`src/rtl/redun_mont_pkg.sv`:
```
`timescale 1ns/1ps
// -----------------------------------------------------------------------------
// redun_mont_pkg
// Shared definitions for the redundant-form Montgomery datapath.
//   WRD_BITS : canonical bits per word; a redundant word is WRD_BITS+1 bits.
//   NUM_WRDS : words per operand, word 0 least significant.
//   redun0_t : one redundant operand, as produced by the squarer's o_mul.
//   bin_t    : one canonical binary operand.
//   ST_*     : state encodings for redun_to_bin.
// -----------------------------------------------------------------------------
package redun_mont_pkg;

  localparam int WRD_BITS = 16;
  localparam int NUM_WRDS = 4;

  typedef logic [WRD_BITS:0]            redun0_t [NUM_WRDS];
  typedef logic [NUM_WRDS*WRD_BITS-1:0] bin_t;

  localparam logic [1:0] ST_IDLE = 2'd0;
  localparam logic [1:0] ST_PROP = 2'd1;
  localparam logic [1:0] ST_DONE = 2'd2;

endpackage : redun_mont_pkg

```
`src/rtl/redun_to_bin.sv`:
```
`timescale 1ns/1ps
// -----------------------------------------------------------------------------
// redun_to_bin
// Converts a redundant operand (NUM_WRDS words of WRD_BITS+1 bits, the top bit
// of each word overlapping the next word's LSB) into canonical binary by
// rippling the carry through the words, one word per clock.
//
// Ports
//   i_clk   : clock, rising edge
//   i_rst_n : asynchronous active-low reset
//   i_dat   : redundant operand, word 0 least significant
//   i_val   : i_dat valid
//   o_rdy   : operand can be accepted this cycle
//   o_dat   : canonical binary result (unreduced)
//   o_ovf   : nonzero carry out of the top word
//   o_val   : o_dat / o_ovf valid
//   i_rdy   : downstream accepts o_dat
// -----------------------------------------------------------------------------
module redun_to_bin #(
  parameter int WRD_BITS = redun_mont_pkg::WRD_BITS,
  parameter int NUM_WRDS = redun_mont_pkg::NUM_WRDS
) (
  input  logic                         i_clk,
  input  logic                         i_rst_n,
  input  logic [WRD_BITS:0]            i_dat [NUM_WRDS],
  input  logic                         i_val,
  output logic                         o_rdy,
  output logic [NUM_WRDS*WRD_BITS-1:0] o_dat,
  output logic                         o_ovf,
  output logic                         o_val,
  input  logic                         i_rdy
);

  import redun_mont_pkg::*;

  localparam int CNT_W = (NUM_WRDS > 1) ? $clog2(NUM_WRDS) : 1;
  localparam int OUT_W = NUM_WRDS * WRD_BITS;

  logic [1:0]          state;
  logic [CNT_W-1:0]    cnt;
  logic [1:0]          carry;
  logic [WRD_BITS:0]   words [NUM_WRDS];
  logic [WRD_BITS+1:0] sum;
  logic                accept;
  logic                last_wrd;

  // Ready depends on i_rdy only through o_rdy; o_val/o_dat come straight
  // from registers, so there is no combinational path into the result.
  assign o_rdy    = (state == ST_IDLE) || ((state == ST_DONE) && i_rdy);
  assign accept   = i_val && o_rdy;
  assign o_val    = (state == ST_DONE);
  assign last_wrd = (cnt == CNT_W'(NUM_WRDS - 1));

  // Captured words shift down each PROP cycle, so the single adder always
  // sees the current word at index 0. The worst case is word 2^(W+1)-1 plus
  // carry 2, whose upper two bits are at most 2: the 2-bit carry never clips.
  assign sum = {1'b0, words[0]} + {{WRD_BITS{1'b0}}, carry};

  // NOTE: sequential state is written with non-blocking assignments so every
  // register samples pre-edge values regardless of statement order.
  always_ff @(posedge i_clk or negedge i_rst_n) begin
    if (!i_rst_n) begin
      state <= ST_IDLE;
      cnt   <= '0;
      carry <= '0;
      o_dat <= '0;
      o_ovf <= 1'b0;
      // NOTE: the capture register is reset too, so nothing of an abandoned
      // operand survives reset; it is small enough that this costs little.
      for (int k = 0; k < NUM_WRDS; k++) begin
        words[k] <= '0;
      end
    end else begin
      case (state)
        ST_IDLE: begin
          if (accept) begin
            words <= i_dat;
            carry <= '0;
            cnt   <= '0;
            state <= ST_PROP;
          end
        end

        ST_PROP: begin
          // Result slices enter at the top and walk down; after NUM_WRDS
          // cycles word 0's slice sits in the least significant position.
          o_dat <= OUT_W'({sum[WRD_BITS-1:0], o_dat} >> WRD_BITS);
          carry <= sum[WRD_BITS+1:WRD_BITS];
          for (int k = 0; k < NUM_WRDS - 1; k++) begin
            words[k] <= words[k+1];
          end
          words[NUM_WRDS-1] <= '0;
          cnt <= cnt + 1'b1;
          if (last_wrd) begin
            o_ovf <= (sum[WRD_BITS+1:WRD_BITS] != 2'd0);
            state <= ST_DONE;
          end
        end

        ST_DONE: begin
          // Outputs hold until the consumer takes them; a new operand may be
          // captured in the same cycle the old result is consumed.
          if (accept) begin
            words <= i_dat;
            carry <= '0;
            cnt   <= '0;
            state <= ST_PROP;
          end else if (i_rdy) begin
            state <= ST_IDLE;
          end
        end

        default: state <= ST_IDLE;
      endcase
    end
  end

endmodule : redun_to_bin

```
`config.mk`:
```
export PLATFORM = sky130hd
export DESIGN_NAME = redun_to_bin
export DESIGN_NICKNAME = d
export VERILOG_FILES = /design/src/rtl/redun_mont_pkg.sv /design/src/rtl/redun_to_bin.sv
export SDC_FILE = /design/constraint.sdc
export NUM_CORES = 1
export LEC_CHECK = 0
export ABC_AREA = 1
export CAP_MARGIN = 10
export CORE_MARGIN = 5
export CORE_UTILIZATION = 50
export DETAILED_ROUTE_END_ITERATION = 12
export HOLD_SLACK_MARGIN = 0.08
export MAX_ROUTING_LAYER = met4
export PLACE_DENSITY = 0.84
export SETUP_SLACK_MARGIN = 0.5
export SLEW_MARGIN = 20
export SYNTH_ARGS = -nofsm -noshare
export SYNTH_HDL_FRONTEND = slang
export SYNTH_SLANG_ARGS = --single-unit
```
`constraint.sdc`:
```
create_clock -name i_clk -period 2.7 [get_ports i_clk]
set_clock_uncertainty 0.15 [all_clocks]
set_input_delay 0.675 -clock i_clk [delete_from_list [all_inputs] [get_ports i_clk]]
set_output_delay 0.675 -clock i_clk [all_outputs]
set_load 0.02 [all_outputs]
```
==> qor.txt <==
status: finished, final reports clean
Total Wirelength: 15.08 mm
Req. time, crit path: 1880 ps
die width: 121.2 um
Synth top area share: 56.31%
Seq/Total Area, Yosys: 56.31%
Clock Path Buffers: 2
worst hold path stage count: 2
Routability Congestion: 0.8341
multiplexer share of the synthesized area: 0%
Max rail drop VDD: 0.6289 mV
main combinational cell family by area after synthesis: simple AND/OR/NAND/NOR gates
number of global-route vias before repair: 5186
Filler cells: 957
via count: 5249
initial antenna violation count: 0
Final Worst Setup Slack: 576.3 ps
core area: 0.01206 mm2
RSZ-0062 raised after global routing: true
Post-Synth Adder-Cell Area: 0.9317%
row cnt: 40
Initial DRT Pass Iterations: 8
fmax: 470.9 MHz
top-count cell post-synth: nand2_1
Die Ht: 121.2 um
Syn Nets: 789
CP startpoint kind: input pin
die area: 0.01468 mm2
first-pass GRT wire length: 24.80 mm
post-route minimum period: 2124 ps
Slew Limit Fails: 0
CTS Root Cell: clkbuf_16
R2R depth: 9
Slew headroom: 56.66%
Mapped Area: 0.006177 mm2
CTS tree: done
maxcap violations: 0
fin area: 0.008320 mm2
Worst Path Max Fanout: 2
top cells by area, synth: dfrtp_1 (56%), nand2_1 (12%), o21ai_0 (7.4%)
hold endpoint: o_dat[11]
post-synthesis xor/xnor area fraction: 0.8507%
Synth cell types: 25
HP Start: o_dat[11]
placed cell count: 991
Sequential cell area: 0.003482 mm2
Final Instance Count excl. Fillers: 1023
Setup TNS: 0 ps
Worst setup EP type: primary output
area delta synth->final: 34.70%
Post-synth EDFFs: 0
placed inst area: 0.007734 mm2
DR WL/cell: 14.74 um
clk slew on worst S/H paths: 60 ps
total clock sinks: 139
Crit path arrival time: 1300 ps
later-pin clock latency in the skew report: 420 ps
Final Hold Viols: 0
pre-CTS setup slack: -176.9 ps
Post-CTS Setup Inserts: 0
Remaining Overflow, GRT: 0
HPWL after detailed placement: 10.30 mm
post-synthesis compound-gate area fraction: 16.22%
Mean Syn Cell Area: 8.664 um2
cell taking the most area after synthesis: dfrtp_1
CP Class: in -> out
Vias/cell: 5.131
worst hold slack: 322.3 ps
reg-to-reg critical path startpoint: words[51]
Core Util, Final: 68.98%
Reg-to-Reg End: o_ovf
Post-synth top flop: dfrtp_1
First DRT Iteration DRCs: 433
final period utilization: 78.66%
Starting Density: 51.21%
ratio of cells with drive above 1 in the final layout: 7.368%
HP Class: reg -> reg
Global Route Usage Sum: 22.03%
Least-Margin Pin Slew: 650.1 ps
Mapped Cells: 713
reg-to-reg slack, setup: 660 ps
largest net degree at the start of global routing: 74
area occupied by multi-input gates: 0.002171 mm2
Cell Pwr Density: 1324 mW/mm2
Critical Path Source: i_rdy
H-tree Lvls: 4
Port Buffers: 138
P_leak: 4.115 nW
# IOs: 139
# setup viols final: 0
flops & latches, synth: 139
Synth top cells by count: nand2_1 (202), dfrtp_1 (139), o21ai_0 (91)
total power: 11.02 mW
DRT antenna net count: 0
# DRC: 0
Simple-Gate Fraction of Synth Area: 16.85%
Post-synth ARST share: 100.0%
Final nets: 919
synth warn: 0
# diodes: 0
CTS Buf Count: 17
worst max-delay path by stage:
| stage | to | slack, ps |
|---|---|---|
| after detailed placement | o_rdy | -180 |
| final | o_rdy | 580 |
| after floorplan | o_rdy | 620 |
| after global routing | o_ovf | 480 |
| after global placement | o_rdy | -190 |
| after CTS | o_dat[6] | 500 |
routing by layer:
| layer | part of all wire, % | vias up | GRT usage [%] |
|---|---|---|---|
| met3 | 6.8 | 28 | 5.828 |
| met1 | 45 | 2480 | 28.48 |
| li1 | - | 2553 | - |
| met4 | 1.7 | 0 | 7.003 |
| met2 | 47 | 188 | 34.28 |
| met5 | 0 | - | - |
sequential cells by signal, summed over array words and instances, names as in the netlist:
register,cells
carry,2
cnt,2
o_dat,64
o_ovf,1
state,2
words,68
layout by cell type, fill, tap and decap left out, types with 2 or more instances in the layout:
cell and n:
nand2_1 200, dfrtp_1 138, o21ai_0 90, inv_1 86
clkdlybuf4s50_1 69, dlygate4sd2_1 60, o211ai_1 44, nor2_1 29
nand3_1 28, o21ai_1 24, clkbuf_16 17, buf_4 8
a21oi_2 7, xor2_1 6, dlymetal6s2s_1 6, buf_12 5
bufinv_16 4, ha_1 3, clkinv_2 3, buf_6 3
nand2_2 2, nand2_4 2, nand4_1 2, o22ai_1 2
clkinvlp_4 2, clkbuf_8 2
kinds of logic after synthesis:
| kind of cell | after synthesis |
|---|---|
| DFF | 139 |
| and+or+nand+nor | 264 |
| xor gates and xnor gates | 6 |
| adders and majority gates | 4 |
| AOI/OAI and AO/OA | 170 |
| buffers and inverters | 130 |
cell type report:
type                       count  area share [%]
clock buffer                  20           5.489
clock inverter                11           2.015
inverter                      88           4.000
multi-input combinational    444           26.09
sequential                   139           41.85
tap                          168           2.526
timing repair buffer         153           18.03
what timing repair did:
action | CTS | global route
setup endpoints to repair | 84 | 39
hold buffers | 1 | 0
gates resized for setup | 74 | 9
pin swaps | 1 | 0
hold endpoints to repair | 46 | 0
where the power goes:
part           leakage (nW)  internal [mW]  switching [mW]
registers              1.73           3.10           0.572
clock network         0.302           1.59           0.852
logic                  2.08           1.76            3.15
total                  4.11           6.44            4.58
worst max-delay path, stage by stage:
cell	delay (ps)
dlygate4sd2_1	200
inv_2	50
a21oi_4	210
buf_6	150
Power figures use the tool's default switching activity.
